## config.mk

```make
export PLATFORM = sky130hd
export DESIGN_NAME = regfile_write_arbiter_flat
export DESIGN_NICKNAME = d
export VERILOG_FILES = /design/src/rtl/regfile_arb_pkg.sv /design/src/rtl/regfile_write_arbiter_if.sv /design/src/rtl/regfile_write_arbiter_rr_pick.sv /design/src/rtl/regfile_write_arbiter.sv /design/src/flat_wrapper.sv
export SDC_FILE = /design/constraint.sdc
export NUM_CORES = 1
export LEC_CHECK = 0
export ABC_AREA = 1
export CAP_MARGIN = 10
export CORE_MARGIN = 2
export CORE_UTILIZATION = 30
export DETAILED_ROUTE_END_ITERATION = 10
export GPL_TIMING_DRIVEN = 0
export PLACE_DENSITY = 0.89
export SETUP_SLACK_MARGIN = 0.1
export SLEW_MARGIN = 20
export SYNTH_ARGS = -nofsm -noshare
export SYNTH_HDL_FRONTEND = slang
export SYNTH_SLANG_ARGS = --single-unit
```

## constraint.sdc

```tcl
create_clock -name Clk -period 2.3 [get_ports Clk]
set_input_delay 0.575 -clock Clk [delete_from_list [all_inputs] [get_ports Clk]]
set_output_delay 0.575 -clock Clk [all_outputs]
set_load 0.005 [all_outputs]
```

## src/rtl/regfile_arb_pkg.sv

```systemverilog
// Package: regfile_arb_pkg
// Shared definitions for the register-file write arbiter:
//   - FSM state encoding (ST_IDLE, ST_GRANT, ST_LOCKED)
//   - flags_addr(): address of the flags register (R-1) for a given address width
//   - rr_next(): round-robin successor of a requester index, modulo N
package regfile_arb_pkg;

  localparam logic [1:0] ST_IDLE   = 2'd0;  // no grant last cycle, refresh slot used
  localparam logic [1:0] ST_GRANT  = 2'd1;  // a requester was granted last cycle
  localparam logic [1:0] ST_LOCKED = 2'd2;  // grant pinned to one owner

  function automatic int flags_addr(input int a);
    return (1 << a) - 1;
  endfunction

  function automatic int rr_next(input int idx, input int n);
    return (idx + 1 >= n) ? 0 : idx + 1;
  endfunction

endpackage

```

## src/rtl/regfile_write_arbiter_if.sv

```systemverilog
// Interface: regfile_write_arbiter_if
// Requester-side write bus of the register-file write arbiter.
// Parameters: L (data width), A (address width), N (requesters).
//   ReqValid[N]        requester i has a write pending
//   ReqAddr[N*A]       destination register, slice [i*A +: A]
//   ReqData[N*L]       write data, slice [i*L +: L]
//   ReqFlagsValid[N]   also update the flags register
//   ReqFlags[N*L]      new flags, slice [i*L +: L]
//   ReqLock[N]         hold the grant after this beat (lock-enabled builds)
//   ReqReady[N]        one-hot grant from the arbiter
// Modports: master = requester side, slave = arbiter side.
interface regfile_write_arbiter_if
  import regfile_arb_pkg::*;
#(
  parameter int L = 16,
  parameter int A = 3,
  parameter int N = 2
);

  logic [N-1:0]   ReqValid;
  logic [N*A-1:0] ReqAddr;
  logic [N*L-1:0] ReqData;
  logic [N-1:0]   ReqFlagsValid;
  logic [N*L-1:0] ReqFlags;
  logic [N-1:0]   ReqLock;
  logic [N-1:0]   ReqReady;

  modport master (
    output ReqValid, ReqAddr, ReqData, ReqFlagsValid, ReqFlags, ReqLock,
    input  ReqReady
  );

  modport slave (
    input  ReqValid, ReqAddr, ReqData, ReqFlagsValid, ReqFlags, ReqLock,
    output ReqReady
  );

endinterface

```

## src/rtl/regfile_write_arbiter_rr_pick.sv

```systemverilog
// Module: rr_pick
// Round-robin picker: searches req starting at position ptr (wrapping modulo N)
// and returns the first set bit as a one-hot grant plus its index.
// Ports:
//   req[N]   request vector
//   ptr[PW]  search start position (0..N-1)
//   gnt[N]   one-hot grant (all zero when no request)
//   idx[PW]  index of the granted requester (0 when none)
//   any      at least one request present
module rr_pick
  import regfile_arb_pkg::*;
#(
  parameter int N  = 2,
  parameter int PW = 1
) (
  input  logic [N-1:0]  req,
  input  logic [PW-1:0] ptr,
  output logic [N-1:0]  gnt,
  output logic [PW-1:0] idx,
  output logic          any
);

  // Walk from the farthest position back to ptr so the closest hit is the
  // last one assigned and therefore wins.
  always_comb begin
    int j;
    j   = 0;
    idx = '0;
    any = 1'b0;
    for (int k = N - 1; k >= 0; k--) begin
      j = int'(ptr) + k;
      if (j >= N) j = j - N;
      if (req[j]) begin
        idx = PW'(j);
        any = 1'b1;
      end
    end
  end

  for (genvar gi = 0; gi < N; gi++) begin : g_onehot
    assign gnt[gi] = any && (idx == PW'(gi));
  end

endmodule

```

## src/rtl/regfile_write_arbiter.sv

```systemverilog
// Module: regfile_write_arbiter
// Shares RegisterFile write port A and the flags update between N requesters.
// Round-robin arbitration with a zero-latency valid/ready handshake: the grant is
// combinational and the write lands on the same Clk edge. Since the register
// file writes AddrA every edge, cycles without a grant re-write one register
// with its own value (read via port B), walking a refresh pointer over all R.
// Optional feature macro: RFARB_LOCK_EN -- a beat with ReqLock=1 pins the grant
// to that requester until a beat with ReqLock=0 or until it drops ReqValid.
// Ports:
//   Clk, RstN        clock, synchronous active-low reset
//   bus (slave)      requester handshake bus (see regfile_write_arbiter_if)
//   RfAddrA/RfInDataA/RfInNewFlags/RfUpdateFlags  to RegisterFile port A / flags
//   RfAddrB / RfDataB                             refresh readback on port B
//   Busy             a grant was issued this cycle
module regfile_write_arbiter
  import regfile_arb_pkg::*;
#(
  parameter int L = 16,
  parameter int A = 3,
  parameter int N = 2
) (
  input  logic                    Clk,
  input  logic                    RstN,
  regfile_write_arbiter_if.slave  bus,
  output logic [A-1:0]            RfAddrA,
  output logic [L-1:0]            RfInDataA,
  output logic [L-1:0]            RfInNewFlags,
  output logic                    RfUpdateFlags,
  output logic [A-1:0]            RfAddrB,
  input  logic [L-1:0]            RfDataB,
  output logic                    Busy
);

  localparam int PW = (N > 1) ? $clog2(N) : 1;

  logic [PW-1:0] ptr_reg, ptr_next;
  logic [A-1:0]  ref_ptr_reg, ref_ptr_next;
  logic [1:0]    state_reg, state_next;

  logic [N-1:0]  pick_gnt;
  logic [PW-1:0] pick_idx;
  logic          pick_any;

  logic [PW-1:0] gnt_idx;
  logic          gnt_any;
  logic          grant;

  rr_pick #(.N(N), .PW(PW)) u_pick (
    .req (bus.ReqValid),
    .ptr (ptr_reg),
    .gnt (pick_gnt),
    .idx (pick_idx),
    .any (pick_any)
  );

`ifdef RFARB_LOCK_EN
  logic [PW-1:0] owner_reg, owner_next;
  logic [N-1:0]  owner_hot;
  logic          locked;

  assign locked = (state_reg == ST_LOCKED);

  // While locked only the owner can be granted; everyone else stalls.
  for (genvar gi = 0; gi < N; gi++) begin : g_owner
    assign owner_hot[gi] = bus.ReqValid[gi] && (owner_reg == PW'(gi));
  end

  assign gnt_idx      = locked ? owner_reg : pick_idx;
  assign gnt_any      = locked ? bus.ReqValid[owner_reg] : pick_any;
  assign bus.ReqReady = RstN ? (locked ? owner_hot : pick_gnt) : '0;
`else
  // Pure round-robin: the state register only records grant/idle history.
  logic unused_state;
  assign unused_state = ^{state_reg, bus.ReqLock};

  assign gnt_idx      = pick_idx;
  assign gnt_any      = pick_any;
  assign bus.ReqReady = RstN ? pick_gnt : '0;
`endif

  assign grant = RstN && gnt_any;
  assign Busy  = grant;

  // Refresh readback always follows the refresh pointer; held at 0 in reset.
  assign RfAddrB = RstN ? ref_ptr_reg : '0;

  always_comb begin
    RfAddrA       = RfAddrB;
    RfInDataA     = RfDataB;
    RfInNewFlags  = '0;
    RfUpdateFlags = 1'b0;
    if (grant) begin
      RfAddrA       = bus.ReqAddr[int'(gnt_idx) * A +: A];
      RfInDataA     = bus.ReqData[int'(gnt_idx) * L +: L];
      RfInNewFlags  = bus.ReqFlags[int'(gnt_idx) * L +: L];
      RfUpdateFlags = bus.ReqFlagsValid[gnt_idx];
    end
  end

  always_comb begin
    ptr_next     = ptr_reg;
    ref_ptr_next = ref_ptr_reg;
    state_next   = ST_IDLE;
`ifdef RFARB_LOCK_EN
    owner_next   = owner_reg;
`endif
    if (grant) begin
      ptr_next   = PW'(rr_next(int'(gnt_idx), N));
      state_next = ST_GRANT;
    end else begin
      // R is a power of two, so the natural wrap gives R-1 -> 0.
      ref_ptr_next = ref_ptr_reg + A'(1);
    end
`ifdef RFARB_LOCK_EN
    if (locked) begin
      if (grant && bus.ReqLock[owner_reg]) begin
        state_next = ST_LOCKED;
      end else if (!grant) begin
        // Owner withdrew: release, and resume searching after the owner.
        ptr_next = PW'(rr_next(int'(owner_reg), N));
      end
    end else if (grant && bus.ReqLock[gnt_idx]) begin
      state_next = ST_LOCKED;
      owner_next = gnt_idx;
    end
`endif
  end

  always_ff @(posedge Clk) begin
    if (!RstN) begin
      ptr_reg     <= '0;
      ref_ptr_reg <= '0;
      state_reg   <= ST_IDLE;
`ifdef RFARB_LOCK_EN
      owner_reg   <= '0;
`endif
    end else begin
      ptr_reg     <= ptr_next;
      ref_ptr_reg <= ref_ptr_next;
      state_reg   <= state_next;
`ifdef RFARB_LOCK_EN
      owner_reg   <= owner_next;
`endif
    end
  end

endmodule

```

## src/flat_wrapper.sv

```systemverilog
// flat-port wrapper written by rule: the top's interface ports become plain ports
module regfile_write_arbiter_flat import regfile_arb_pkg::*;
#(
  parameter int L = 16,
  parameter int A = 3,
  parameter int N = 2
)
  (Clk, RstN, RfAddrA, RfInDataA, RfInNewFlags, RfUpdateFlags, RfAddrB, RfDataB, Busy, bus_ReqValid, bus_ReqAddr, bus_ReqData, bus_ReqFlagsValid, bus_ReqFlags, bus_ReqLock, bus_ReqReady);
  regfile_write_arbiter_if #(.L(L), .A(A), .N(N)) bus_i ();
  input  logic Clk;
  input  logic RstN;
  output logic [A-1:0] RfAddrA;
  output logic [L-1:0] RfInDataA;
  output logic [L-1:0] RfInNewFlags;
  output logic RfUpdateFlags;
  output logic [A-1:0] RfAddrB;
  input  logic [L-1:0] RfDataB;
  output logic Busy;
  input wire logic [$bits(bus_i.ReqValid)-1:0] bus_ReqValid;
  input wire logic [$bits(bus_i.ReqAddr)-1:0] bus_ReqAddr;
  input wire logic [$bits(bus_i.ReqData)-1:0] bus_ReqData;
  input wire logic [$bits(bus_i.ReqFlagsValid)-1:0] bus_ReqFlagsValid;
  input wire logic [$bits(bus_i.ReqFlags)-1:0] bus_ReqFlags;
  input wire logic [$bits(bus_i.ReqLock)-1:0] bus_ReqLock;
  output wire logic [$bits(bus_i.ReqReady)-1:0] bus_ReqReady;
  assign bus_i.ReqValid = bus_ReqValid;
  assign bus_i.ReqAddr = bus_ReqAddr;
  assign bus_i.ReqData = bus_ReqData;
  assign bus_i.ReqFlagsValid = bus_ReqFlagsValid;
  assign bus_i.ReqFlags = bus_ReqFlags;
  assign bus_i.ReqLock = bus_ReqLock;
  assign bus_ReqReady = bus_i.ReqReady;
  regfile_write_arbiter #(.L(L), .A(A), .N(N)) u_core (.Clk(Clk), .RstN(RstN), .bus(bus_i), .RfAddrA(RfAddrA), .RfInDataA(RfInDataA), .RfInNewFlags(RfInNewFlags), .RfUpdateFlags(RfUpdateFlags), .RfAddrB(RfAddrB), .RfDataB(RfDataB), .Busy(Busy));
endmodule
```

==> impl_metrics.prom, run 1 <==
# TYPE chip_impl_metric gauge
chip_impl_metric{name="worst_setup_skew_after_layout",unit="ns"} 0.001781
chip_impl_info{name="post_synth_most_frequent_cells",value="83 x nand2_1, 45 x inv_1, 39 x nand3_1"} 1
chip_impl_metric{name="path_max_fanout",unit=""} 9
chip_impl_info{name="crit_type",value="primary input to primary output"} 1
chip_impl_metric{name="grtUsageTotal",unit=""} 0.2337
chip_impl_metric{name="hold-worst-slack",unit="ns"} 0.4761
chip_impl_metric{name="placed_cell_area",unit="µm²"} 2590
chip_impl_metric{name="pre_cts_ws",unit="ns"} -0.7257
chip_impl_metric{name="ys_seq_area_frac",unit=""} 0.06681
chip_impl_info{name="clock-root-buffer",value="clkbuf_8"} 1
chip_impl_metric{name="vias_per_cell",unit=""} 4.620
chip_impl_metric{name="io_buffer_count",unit=""} 133
chip_impl_metric{name="max_cap_viol_count",unit=""} 0
chip_impl_info{name="synth_largest_area_cell",value="nand2_1"} 1
chip_impl_metric{name="final_number_of_hold_violating_endpoints",unit=""} 0
chip_impl_metric{name="nets",unit=""} 499
chip_impl_metric{name="drc",unit=""} 0
chip_impl_metric{name="drt_pass1_iterations",unit=""} 4
chip_impl_metric{name="clock.fmax",unit="MHz"} 467.3
chip_impl_metric{name="share_of_flip_flops_with_an_asynchronous_set_or_reset_after_synthesis",unit=""} 0
chip_impl_metric{name="number_of_synthesized_flops_with_an_enable_pin",unit=""} 0
chip_impl_metric{name="core.rowCount",unit=""} 22
chip_impl_metric{name="period_minus_slack",unit="ns"} 2.140
chip_impl_metric{name="setup_viol",unit=""} 0
chip_impl_metric{name="postLayoutSetupSlackWorst",unit="ns"} 0.1600
chip_impl_metric{name="grt_max_degree",unit=""} 11
chip_impl_metric{name="layout.cells.non_filler",unit=""} 450
chip_impl_metric{name="antenna_found_initial",unit=""} 0
chip_impl_metric{name="antenna_cells_inserted",unit=""} 0
chip_impl_metric{name="floorplan.initialDensity",unit=""} 0.3202
chip_impl_metric{name="dr_total_vias",unit=""} 2079
chip_impl_metric{name="final_max_slew_viol_count",unit=""} 0
chip_impl_metric{name="power_per_cell_area",unit="nW/µm²"} 266.1
chip_impl_metric{name="tightestPinTransition",unit="ns"} 0.2105
chip_impl_metric{name="synth-warning-count",unit=""} 0
chip_impl_metric{name="slew-limit-headroom",unit=""} 0.8582
chip_impl_metric{name="power",unit="mW"} 0.7344
chip_impl_metric{name="vertical_die_dimension",unit="µm"} 67.21
chip_impl_metric{name="layout_worst_path_cycle_share",unit=""} 0.9304
chip_impl_metric{name="power.static_leakage",unit="nW"} 1.567
chip_impl_metric{name="ctsLongestPathBuffers",unit=""} 2
chip_impl_metric{name="timing.critical_path.arrival",unit="ns"} 1.57
chip_impl_info{name="synthMostInstantiatedCell",value="nand2_1"} 1
chip_impl_info{name="rsz0062_at_grt",value="no"} 1
chip_impl_metric{name="grt_pass1_vias",unit=""} 1920
chip_impl_info{name="startpoint_type",value="primary input"} 1
chip_impl_metric{name="grt_remaining_overflow",unit=""} 0
chip_impl_metric{name="top_level_ports",unit=""} 136
chip_impl_metric{name="avgRoutedWirePerCell",unit="µm"} 12.47
chip_impl_metric{name="avgSynthCellArea",unit="µm²"} 4.738
chip_impl_metric{name="dr.first_iter.drc_count",unit=""} 73
chip_impl_metric{name="fraction_of_final_layout_cells_sized_beyond_drive_strength_1",unit=""} 0.1716
chip_impl_info{name="cts_tree",value="yes"} 1
chip_impl_metric{name="insertion_delay",unit="ns"} 0.22
chip_impl_metric{name="cts_sinks",unit=""} 4
chip_impl_metric{name="routability_congestion_estimate_from_global_placement",unit=""} 0.7802
chip_impl_metric{name="post-dp-hpwl",unit="µm"} 4280
chip_impl_metric{name="clock_transition_time_at_the_flip_flop_clock_pins_of_the_worst_setup_and_hold_paths",unit="ns"} 0.03
chip_impl_metric{name="core",unit="µm²"} 3744
chip_impl_metric{name="floorplan.die_area",unit="µm²"} 4517
chip_impl_metric{name="tritoncts.num_buffers",unit=""} 3
chip_impl_metric{name="synth_seq_cells",unit=""} 4
chip_impl_info{name="timing.critical_path.to_type",value="primary output"} 1
chip_impl_metric{name="largest_register_ffs",unit=""} 3
chip_impl_info{name="hold_class",value="register to register"} 1
chip_impl_metric{name="grt_first_pass_wirelength",unit="µm"} 8190
chip_impl_metric{name="ant_nets",unit=""} 0
chip_impl_metric{name="finalWirelength",unit="µm"} 5613
chip_impl_metric{name="synth_area",unit="µm²"} 1199
chip_impl_info{name="top_flip_flop_cell_by_instance_count_after_synthesis",value="dfxtp_1"} 1
chip_impl_metric{name="cts-htree-levels",unit=""} 1
chip_impl_metric{name="synth.net_count",unit=""} 348
chip_impl_metric{name="placed_cells_incl_taps",unit=""} 434
chip_impl_metric{name="crit_required",unit="ns"} 1.73
chip_impl_metric{name="die_outline_width",unit="µm"} 67.21
chip_impl_metric{name="synthDistinctLibCells",unit=""} 14
chip_impl_metric{name="number_of_standard_cells_after_synthesis",unit=""} 253
chip_impl_metric{name="final_cell_area",unit="µm²"} 2760
chip_impl_info{name="status",value="finished clean"} 1
chip_impl_metric{name="layout-area-overhead-vs-synth",unit="%"} 130.3
chip_impl_metric{name="synth_top_area_share",unit=""} 0.2599
chip_impl_info{name="largest_cells_by_area_after_synthesis",value="nand2_1 26%, nand3_1 16%, inv_1 14%"} 1
chip_impl_metric{name="vdd_ir_drop_max",unit="µV"} 321.2
[critical path: stages]
cell and delay [ns]:
buf_4 0.12, nand2_2 0.08, buf_8 0.13, buf_8 0.13
buf_8 0.12, nand3b_1 0.07, nand2_1 0.05, nor2_1 0.08
clkdlybuf4s15_1 0.20
[layout make-up]
class,count,area [µm²]
clock buffers,3,41.29
multi-input cells,185,864.6
well taps,48,60.06
repair buffers,146,1364
plain buffers,16,167.7
inverters,48,182.7
flip-flops and latches,4,80.08
fillers,345,983.4
[where the power goes]
group | total, mW | internal, mW | switching, mW
Clock | 0.152 | 0.112 | 0.0401
Sequential | 0.0770 | 0.0738 | 0.00318
Combinational | 0.505 | 0.307 | 0.199
Total | 0.734 | 0.492 | 0.242
[path summary, 6_finish.rpt]
path	startpoint	endpoint	slack, ns	cells after the start
setup / recovery	bus_ReqValid[0]	RfInNewFlags[13]	0.16	9
hold / removal	u_core.ptr_reg	u_core.ptr_reg	0.48	2
setup reg to reg	u_core.ref_ptr_reg[0]	u_core.ref_ptr_reg[1]	1.36	3
hold reg to reg	u_core.ptr_reg	u_core.ptr_reg	0.48	2
[repair_timing]
action | CTS | global route
pin swaps | 3 | 0
hold buffers | 0 | 0
gates cloned | 1 | 1
gates resized for setup | 83 | 56
buffers inserted | 8 | 3
setup endpoints to repair | 42 | 27
hold endpoints to repair | 0 | 0
[cell families after synthesis]
family,count (synthesis),synth area share
AOI/OAI and AO/OA,5,0.02296
adders and majority gates,1,0.01044
DFF,4,0.06681
buffers and inverters,64,0.2328
and+or+nand+nor,179,0.6670
[stage by stage]
stage          TNS, ns  utilization
3_3_place_gp    -23.74       0.6918
4_1_cts        -0.5668       0.7343
6_report             0       0.7373
3_5_place_dp    -24.31       0.6918
2_1_floorplan        0            -
5_1_grt              0       0.7373
[layer usage]
| metal | GRT usage | share of wire | vias to the layer above |
|---|---|---|---|
| met5 | 0 | 0 | - |
| met4 | 0.05357 | 0.0086 | 0 |
| met3 | 0.05167 | 0.11 | 6 |
| met2 | 0.4728 | 0.53 | 106 |
| met1 | 0.2390 | 0.36 | 903 |
| li1 | - | - | 1064 |
[layout by cell type (no fill, tap or decap)]
master / Yosys / layout
a21oi_1: 3 / 3
buf_12: 0 / 1
buf_2: 13 / 5
buf_4: 0 / 16
buf_6: 3 / 7
buf_8: 0 / 5
clkbuf_16: 0 / 1
clkbuf_2: 0 / 19
clkbuf_8: 0 / 3
clkdlybuf4s15_1: 0 / 2
clkdlybuf4s50_1: 0 / 91
dfxtp_1: 4 / 4
dlygate4sd2_1: 0 / 7
dlymetal6s2s_1: 0 / 8
ha_1: 1 / 1
inv_1: 45 / 45
inv_2: 3 / 2
inv_4: 0 / 1
nand2_1: 83 / 81
nand2_2: 0 / 2
nand3_1: 39 / 36
nand3_2: 0 / 3
nand3b_1: 17 / 17
nor2_1: 38 / 36
nor2_2: 0 / 2
nor2_4: 2 / 2
o21a_1: 1 / 1
o21ai_0: 1 / 1
No activity file was read; power rests on OpenSTA's default activity.
==> run 2: changes to the inputs <==
--- a/config.mk
+++ b/config.mk
@@ -5,13 +5,12 @@
 export SDC_FILE = /design/constraint.sdc
 export NUM_CORES = 1
 export LEC_CHECK = 0
-export ABC_AREA = 1
 export CAP_MARGIN = 10
 export CORE_MARGIN = 2
-export CORE_UTILIZATION = 30
+export CORE_UTILIZATION = 25
 export DETAILED_ROUTE_END_ITERATION = 10
 export GPL_TIMING_DRIVEN = 0
-export PLACE_DENSITY = 0.89
+export PLACE_DENSITY = 0.83
 export SETUP_SLACK_MARGIN = 0.1
 export SLEW_MARGIN = 20
 export SYNTH_ARGS = -nofsm -noshare
==> constraint.sdc (replaced) <==
create_clock -name Clk -period 2.4 [get_ports Clk]
set_input_delay 0.6 -clock Clk [delete_from_list [all_inputs] [get_ports Clk]]
set_output_delay 0.6 -clock Clk [all_outputs]
set_load 0.005 [all_outputs]
==> run 2 against run 1 <==
  * Combinational power fell by 7.5%
  * Register-to-register slack got worse by 0.06 ns
  * Clock power fell by 5%
  * Critical endpoint is now RfInNewFlags[11]
==> impl_metrics.prom, run 2 <==
# TYPE chip_impl_metric gauge
chip_impl_info{name="status",value="finished clean"} 1
chip_impl_metric{name="final_max_slew_viol_count",unit=""} 0
chip_impl_metric{name="avgRoutedWirePerCell",unit="µm"} 13.88
chip_impl_metric{name="worst_setup_skew_after_layout",unit="ns"} 0.002901
chip_impl_metric{name="tightestPinTransition",unit="ns"} 0.2101
chip_impl_metric{name="crit_required",unit="ns"} 1.80
chip_impl_metric{name="tritoncts.num_buffers",unit=""} 3
chip_impl_metric{name="power.static_leakage",unit="nW"} 1.125
chip_impl_info{name="cts_tree",value="yes"} 1
chip_impl_metric{name="clock.fmax",unit="MHz"} 443.5
chip_impl_info{name="mostFrequentLayoutCell",value="clkdlybuf4s50_1"} 1
chip_impl_metric{name="power_per_cell_area",unit="nW/µm²"} 263.6
chip_impl_metric{name="post-dp-hpwl",unit="µm"} 3837
chip_impl_metric{name="placed_cell_area",unit="µm²"} 2414
chip_impl_metric{name="synth_area",unit="µm²"} 1020
chip_impl_metric{name="cts_sinks",unit=""} 4
chip_impl_info{name="synthMostInstantiatedCell",value="a21oi_1"} 1
chip_impl_metric{name="finalWirelength",unit="µm"} 5177
chip_impl_metric{name="worst_r2r_path_depth",unit=""} 4
chip_impl_metric{name="layout-area-overhead-vs-synth",unit="%"} 154.8
chip_impl_info{name="synth_largest_area_cell",value="a21oi_1"} 1
chip_impl_metric{name="number_of_synthesized_flops_with_an_enable_pin",unit=""} 0
chip_impl_metric{name="max_cap_viol_count",unit=""} 0
chip_impl_metric{name="grt_pass1_vias",unit=""} 1647
chip_impl_metric{name="synth.net_count",unit=""} 270
chip_impl_metric{name="ys_seq_area_frac",unit=""} 0.07853
chip_impl_metric{name="fillCellCount",unit=""} 396
chip_impl_metric{name="grtUsageTotal",unit=""} 0.2111
chip_impl_metric{name="floorplan.initialDensity",unit=""} 0.2568
chip_impl_metric{name="vias_per_cell",unit=""} 5.054
chip_impl_info{name="worst_hold_path.endpoint",value="u_core.ref_ptr_reg[1]"} 1
chip_impl_metric{name="ant_nets",unit=""} 0
chip_impl_metric{name="synth_seq_cells",unit=""} 4
chip_impl_metric{name="fraction_of_final_layout_cells_sized_beyond_drive_strength_1",unit=""} 0.1765
chip_impl_metric{name="core.rowCount",unit=""} 23
chip_impl_info{name="crit_type",value="primary input to primary output"} 1
chip_impl_metric{name="avgSynthCellArea",unit="µm²"} 5.827
chip_impl_metric{name="dr.first_iter.drc_count",unit=""} 56
chip_impl_metric{name="setup_viol",unit=""} 0
chip_impl_metric{name="fin_setup_tns",unit="ns"} 0
chip_impl_info{name="startpoint_type",value="primary input"} 1
chip_impl_metric{name="timing.critical_path.arrival",unit="ns"} 1.65
chip_impl_metric{name="dr_total_vias",unit=""} 1885
chip_impl_metric{name="final_number_of_hold_violating_endpoints",unit=""} 0
chip_impl_info{name="reg2reg_from",value="u_core.ref_ptr_reg[0]"} 1
chip_impl_metric{name="die_outline_width",unit="µm"} 67.87
chip_impl_info{name="final_cell_mix",value="91 x clkdlybuf4s50_1, 34 x a21oi_1, 30 x o21ai_1"} 1
chip_impl_metric{name="layout.area.seq",unit="µm²"} 80.08
chip_impl_metric{name="setup.reg_to_reg.worst_slack",unit="ns"} 1.30
chip_impl_metric{name="antenna_found_initial",unit=""} 0
chip_impl_metric{name="routability_congestion_estimate_from_global_placement",unit=""} 0.7519
chip_impl_info{name="rsz0062_at_grt",value="no"} 1
chip_impl_info{name="largest_cells_by_area_after_synthesis",value="a21oi_1 17%, o21ai_1 15%, a31oi_1 9.8%"} 1
chip_impl_metric{name="clock_transition_time_at_the_flip_flop_clock_pins_of_the_worst_setup_and_hold_paths",unit="ns"} 0.03
chip_impl_metric{name="layout_worst_path_cycle_share",unit=""} 0.9394
chip_impl_metric{name="cts_hold_buffers",unit=""} 0
chip_impl_metric{name="share_of_flip_flops_with_an_asynchronous_set_or_reset_after_synthesis",unit=""} 0
chip_impl_metric{name="min_path_cells",unit=""} 2
chip_impl_metric{name="multiInputGateArea",unit="µm²"} 829.5
chip_impl_info{name="hold_class",value="register to register"} 1
chip_impl_metric{name="path_max_fanout",unit=""} 10
chip_impl_info{name="min-delay-start",value="u_core.ref_ptr_reg[1]"} 1
chip_impl_info{name="timing.critical_path.to_type",value="primary output"} 1
chip_impl_metric{name="slew-limit-headroom",unit=""} 0.8597
chip_impl_metric{name="number_of_standard_cells_after_synthesis",unit=""} 175
chip_impl_metric{name="ctsLongestPathBuffers",unit=""} 2
chip_impl_metric{name="top_level_ports",unit=""} 136
chip_impl_metric{name="io_buffer_count",unit=""} 133
chip_impl_metric{name="synth_top_area_share",unit=""} 0.1669
chip_impl_metric{name="final_cell_area",unit="µm²"} 2599
chip_impl_metric{name="floorplan.die_area",unit="µm²"} 4606
chip_impl_info{name="r2r_end",value="u_core.ref_ptr_reg[2]"} 1
chip_impl_metric{name="cts-htree-levels",unit=""} 1
chip_impl_metric{name="grt_remaining_overflow",unit=""} 0
chip_impl_metric{name="synthDistinctLibCells",unit=""} 28
chip_impl_metric{name="insertion_delay",unit="ns"} 0.22
chip_impl_metric{name="core",unit="µm²"} 3971
chip_impl_metric{name="drt_pass1_iterations",unit=""} 4
chip_impl_info{name="clock-root-buffer",value="clkbuf_8"} 1
chip_impl_metric{name="period_minus_slack",unit="ns"} 2.255
chip_impl_metric{name="largest_register_ffs",unit=""} 3
chip_impl_metric{name="drc",unit=""} 0
chip_impl_info{name="post_synth_most_frequent_cells",value="34 x a21oi_1, 30 x o21ai_1, 20 x nor2_1"} 1
chip_impl_metric{name="vdd_ir_drop_max",unit="µV"} 272.7
chip_impl_metric{name="vertical_die_dimension",unit="µm"} 67.87
chip_impl_info{name="top_flip_flop_cell_by_instance_count_after_synthesis",value="dfxtp_1"} 1
chip_impl_metric{name="grt_first_pass_wirelength",unit="µm"} 7596
chip_impl_metric{name="grt_max_degree",unit=""} 11
chip_impl_metric{name="nets",unit=""} 420
chip_impl_metric{name="synth-warning-count",unit=""} 0
chip_impl_metric{name="antenna_cells_inserted",unit=""} 0
[run 2: changes by cell type after synthesis, sizes merged, moves of 3 or more]
cell	previous run	this run
o21ai	1	37
a21oi	3	35
nor3	0	3
nand2	83	3
inv	48	2
nor2	40	20
a31oi	0	16
a211oi	0	3
nand3b	17	0
and2	0	5
nand3	39	17
clkbuf	0	5
[run 2: repair_timing]
action                                  in CTS  in global routing
resized for setup                           95                 26
buffers inserted                            10                  3
endpoints found under the setup margin      42                 20
pin swaps                                    1                  3
[run 2: cells by family after synthesis]
| kind of cell | count (synthesis) | share of synthesized area |
|---|---|---|
| buffers and inverters | 22 | 0.1436 |
| xor gates and xnor gates | 2 | 0.01718 |
| and+or+nand+nor | 54 | 0.2528 |
| AOI/OAI and AO/OA | 92 | 0.4957 |
| DFF | 4 | 0.07853 |
| adders and majority gates | 1 | 0.01227 |
[run 2: where the power goes]
| group | total (mW) | leakage, nW | switching, mW | internal (mW) |
|---|---|---|---|---|
| clock | 0.145 | 0.0216 | 0.0378 | 0.107 |
| combinational | 0.467 | 1.07 | 0.179 | 0.288 |
| sequential | 0.0732 | 0.0327 | 0.00282 | 0.0704 |
| total | 0.685 | 1.12 | 0.220 | 0.465 |
[run 2: per-stage QoR]
| step | total power, mW | util | setup slack (ns) | cells | hold slack (ns) |
|---|---|---|---|---|---|
| global placement | 0.5237 | 0.6078 | -0.7460 | 358 | 0.4796 |
| detailed placement | 0.5295 | 0.6078 | -0.7531 | 358 | 0.4895 |
| finish | 0.6850 | 0.6544 | 0.1454 | 373 | 0.4891 |
| CTS | 0.6811 | 0.6437 | -0.03999 | 371 | 0.4934 |
| floorplan | 0.2411 | - | 0.5498 | 175 | 0.4656 |
| global route | 0.7345 | 0.6544 | 0.09145 | 373 | 0.5312 |
[run 2: worst max-delay path: stages]
cell and delay (ns):
buf_6 0.11, and2b_1 0.16, buf_6 0.14, buf_6 0.14
o21ai_1 0.16, a21oi_2 0.08, dlygate4sd2_1 0.26
[run 2: how the worst max path moves through the flow]
stage | slack (ns) | from | to
after floorplan | 0.55 | bus_ReqValid[1] | RfAddrA[0]
after global placement | -0.75 | bus_ReqValid[1] | RfInNewFlags[11]
after detailed placement | -0.75 | bus_ReqValid[1] | RfInNewFlags[11]
after CTS | -0.04 | bus_ReqValid[0] | RfInDataA[5]
after global routing | 0.09 | bus_ReqValid[0] | RfInDataA[1]
final | 0.15 | bus_ReqValid[0] | RfInNewFlags[11]
[run 2: cell type report]
type	instances	share of cell area
Sequential cell	4	0.03081
Buffer	19	0.07703
Multi-Input combinational cell	149	0.3192
Timing Repair Buffer	146	0.5282
Clock buffer	3	0.01589
Tap cell	50	0.02407
Inverter	2	0.004815
[run 2: layer usage]
metal,up-vias,wire (µm),GRT usage
met5,-,0,0
met2,92,2566,0.3787
met3,6,590,0.06250
met4,0,42,0.04250
li1,940,-,-
met1,847,1978,0.2485
==> run 3: changes to the inputs <==
--- a/config.mk
+++ b/config.mk
@@ -6,7 +6,7 @@
 export NUM_CORES = 1
 export LEC_CHECK = 0
 export CAP_MARGIN = 10
-export CORE_MARGIN = 2
+export CORE_MARGIN = 1.5
 export CORE_UTILIZATION = 25
 export DETAILED_ROUTE_END_ITERATION = 10
 export GPL_TIMING_DRIVEN = 0
==> run 3 against run 2 <==
  * First-iteration DRC count decreased by 14%
  * Utilization increased by 0.35 points
  * Clock-buffer cell count unchanged
  * Via count shrank 0.80%
  * Maximum frequency fell by 2.1%
  * Register-to-register slack about the same
==> impl_metrics.prom, run 3 (synthesis results as in run 2) <==
# TYPE chip_impl_metric gauge
chip_impl_metric{name="period_minus_slack",unit="ns"} 2.303
chip_impl_metric{name="timing.critical_path.buf_inv",unit=""} 4
chip_impl_metric{name="ctsLongestPathBuffers",unit=""} 2
chip_impl_metric{name="core",unit="µm²"} 3971
chip_impl_metric{name="dr.first_iter.drc_count",unit=""} 48
chip_impl_metric{name="power.static_leakage",unit="nW"} 1.082
chip_impl_metric{name="grtUsageTotal",unit=""} 0.2199
chip_impl_metric{name="clock.fmax",unit="MHz"} 434.1
chip_impl_metric{name="grt_pass1_vias",unit=""} 1749
chip_impl_metric{name="grt_first_pass_wirelength",unit="µm"} 7741
chip_impl_metric{name="worst_r2r_path_depth",unit=""} 4
chip_impl_info{name="startpoint_type",value="primary input"} 1
chip_impl_metric{name="tightestPinTransition",unit="ns"} 0.2721
chip_impl_info{name="path_cells",value="buf_4 -> and2b_1 -> buf_6 -> buf_8 -> o21ai_1 -> a21oi_1 -> dlygate4sd2_1"} 1
chip_impl_metric{name="insertion_delay",unit="ns"} 0.22
chip_impl_metric{name="vias_per_cell",unit=""} 5.040
chip_impl_metric{name="avgRoutedWirePerCell",unit="µm"} 13.74
chip_impl_info{name="r2r_end",value="u_core.ref_ptr_reg[2]"} 1
chip_impl_info{name="final_cell_mix",value="92 x clkdlybuf4s50_1, 33 x a21oi_1, 27 x dlygate4sd2_1"} 1
chip_impl_info{name="rsz0062_at_grt",value="yes"} 1
chip_impl_metric{name="final_max_slew_viol_count",unit=""} 0
chip_impl_metric{name="ant_nets",unit=""} 0
chip_impl_metric{name="timing.critical_path.arrival",unit="ns"} 1.70
chip_impl_metric{name="crit_path_largest_cell_delay",unit="ns"} 0.26
chip_impl_metric{name="nets",unit=""} 418
chip_impl_metric{name="setup_viol",unit=""} 0
chip_impl_metric{name="worst_setup_skew_after_layout",unit="ns"} 0.001478
chip_impl_metric{name="drt_pass1_iterations",unit=""} 4
chip_impl_info{name="critical-path-slowest-cell",value="dlygate4sd2_1"} 1
chip_impl_info{name="reg2reg_from",value="u_core.ref_ptr_reg[0]"} 1
chip_impl_metric{name="hold-worst-slack",unit="ns"} 0.5052
chip_impl_metric{name="antenna_cells_inserted",unit=""} 0
chip_impl_metric{name="vdd_ir_drop_max",unit="µV"} 345.0
chip_impl_info{name="crit_type",value="primary input to primary output"} 1
chip_impl_metric{name="max_cap_viol_count",unit=""} 0
chip_impl_info{name="status",value="finished clean"} 1
chip_impl_metric{name="layout-area-overhead-vs-synth",unit="%"} 156.2
chip_impl_info{name="endpoint",value="RfInNewFlags[12]"} 1
chip_impl_metric{name="cts-htree-levels",unit=""} 1
chip_impl_metric{name="grt_remaining_overflow",unit=""} 0
chip_impl_metric{name="clock_transition_time_at_the_flip_flop_clock_pins_of_the_worst_setup_and_hold_paths",unit="ns"} 0.03
chip_impl_info{name="hold_class",value="register to register"} 1
chip_impl_metric{name="min_path_cells",unit=""} 2
chip_impl_metric{name="path_max_fanout",unit=""} 10
chip_impl_metric{name="die_outline_width",unit="µm"} 66.87
chip_impl_metric{name="setup.reg_to_reg.worst_slack",unit="ns"} 1.30
chip_impl_info{name="startpoint",value="bus_ReqValid[0]"} 1
chip_impl_info{name="timing.critical_path.to_type",value="primary output"} 1
chip_impl_metric{name="drc",unit=""} 0
chip_impl_metric{name="floorplan.initialDensity",unit=""} 0.2568
chip_impl_metric{name="layout_worst_path_cycle_share",unit=""} 0.9598
chip_impl_metric{name="finalWirelength",unit="µm"} 5097
chip_impl_metric{name="final_number_of_hold_violating_endpoints",unit=""} 0
chip_impl_metric{name="vertical_die_dimension",unit="µm"} 66.87
chip_impl_metric{name="tritoncts.num_buffers",unit=""} 3
chip_impl_metric{name="cts_sinks",unit=""} 4
chip_impl_metric{name="post-dp-hpwl",unit="µm"} 3766
chip_impl_metric{name="floorplan.die_area",unit="µm²"} 4471
chip_impl_info{name="mostFrequentLayoutCell",value="clkdlybuf4s50_1"} 1
chip_impl_metric{name="dr_total_vias",unit=""} 1870
chip_impl_metric{name="fraction_of_final_layout_cells_sized_beyond_drive_strength_1",unit=""} 0.1713
chip_impl_metric{name="power_per_cell_area",unit="nW/µm²"} 262.4
chip_impl_metric{name="fillCellCount",unit=""} 397
chip_impl_metric{name="crit_required",unit="ns"} 1.80
chip_impl_info{name="min-delay-start",value="u_core.ref_ptr_reg[1]"} 1
chip_impl_metric{name="core.rowCount",unit=""} 23
chip_impl_metric{name="cts_hold_buffers",unit=""} 0
chip_impl_metric{name="grt_max_degree",unit=""} 11
chip_impl_metric{name="antenna_found_initial",unit=""} 0
chip_impl_info{name="clock-root-buffer",value="clkbuf_8"} 1
chip_impl_metric{name="top_level_ports",unit=""} 136
chip_impl_metric{name="fin_setup_tns",unit="ns"} 0
chip_impl_info{name="critical_path.top_delay_family",value="buffers and inverters"} 1
chip_impl_metric{name="slew-limit-headroom",unit=""} 0.8186
chip_impl_metric{name="largest_register_ffs",unit=""} 3
chip_impl_info{name="cts_tree",value="yes"} 1
chip_impl_metric{name="worst-path-stages",unit=""} 7
chip_impl_metric{name="io_buffer_count",unit=""} 133
chip_impl_metric{name="routability_congestion_estimate_from_global_placement",unit=""} 0.7412
-- run 3: changes by cell type in the layout (fill, tap and decap cells not counted), moves of 2 or more --
| cell | change |
|---|---|
| clkbuf_4 | +3 |
| clkdlybuf4s15_1 | +5 |
| o21ai_1 | -7 |
| dlygate4sd2_1 | +3 |
| o21ai_2 | +7 |
| buf_2 | -5 |
| buf_6 | -7 |
| dlymetal6s2s_1 | -4 |
| buf_8 | +2 |
| nor2_1 | +2 |
| nor2_2 | -2 |
-- run 3: how the worst min path moves through the flow --
stage / to
after detailed placement: u_core.ref_ptr_reg[1]
after CTS: u_core.ref_ptr_reg[1]
after global placement: u_core.ref_ptr_reg[1]
final: u_core.ref_ptr_reg[1]
after global routing: u_core.ref_ptr_reg[1]
after floorplan: u_core.ref_ptr_reg[1]
-- run 3: layout make-up --
type	instances	area [µm²]	share of cell area
well taps	50	62.56	0.02395
multi-input cells	149	848.3	0.3247
inverters	2	10.01	0.003831
clock buffers	3	41.29	0.01580
flip-flops and latches	4	80.08	0.03065
repair buffers	143	1366	0.5230
plain buffers	20	203.9	0.07807
-- run 3: where the power goes --
| part | internal [mW] | switching, mW |
|---|---|---|
| Sequential | 0.0705 | 0.00312 |
| Clock | 0.107 | 0.0343 |
| Combinational | 0.290 | 0.181 |
-- run 3: metal layers --
metal	global-route usage	vias up	part of all wire
met5	0	-	0
met4	0.06122	0	0.0078
met3	0.05743	4	0.10
met2	0.4000	81	0.48
met1	0.2505	845	0.40
li1	-	940	-
-- run 3: tightest hold or removal path, cell delays in order (launching register included) --
cell	delay, ns
dfxtp_1	0.32
nand2_1	0.06
a21boi_0	0.07
-- run 3: through the flow --
stage | instances | total power [mW] | cell area [µm²] | setup slack (ns) | util
after floorplan | 175 | 0.2411 | 1020 | 0.5498 | -
after global placement | 358 | 0.5237 | 2414 | -0.7513 | 0.6078
after detailed placement | 358 | 0.5296 | 2414 | -0.7536 | 0.6078
after CTS | 371 | 0.6852 | 2589 | 0.08695 | 0.6519
after global routing | 371 | 0.7359 | 2613 | 0.05853 | 0.6578
final | 371 | 0.6856 | 2613 | 0.09654 | 0.6578
-- run 3: what timing repair did --
item / 4_1_cts / 5_1_grt
buffers inserted: 8 / 0
endpoints found under the setup margin: 42 / 25
cloned: 2 / 0
resized for setup: 88 / 22
pin swaps: 1 / 3
hold endpoints to repair: 0 / 0
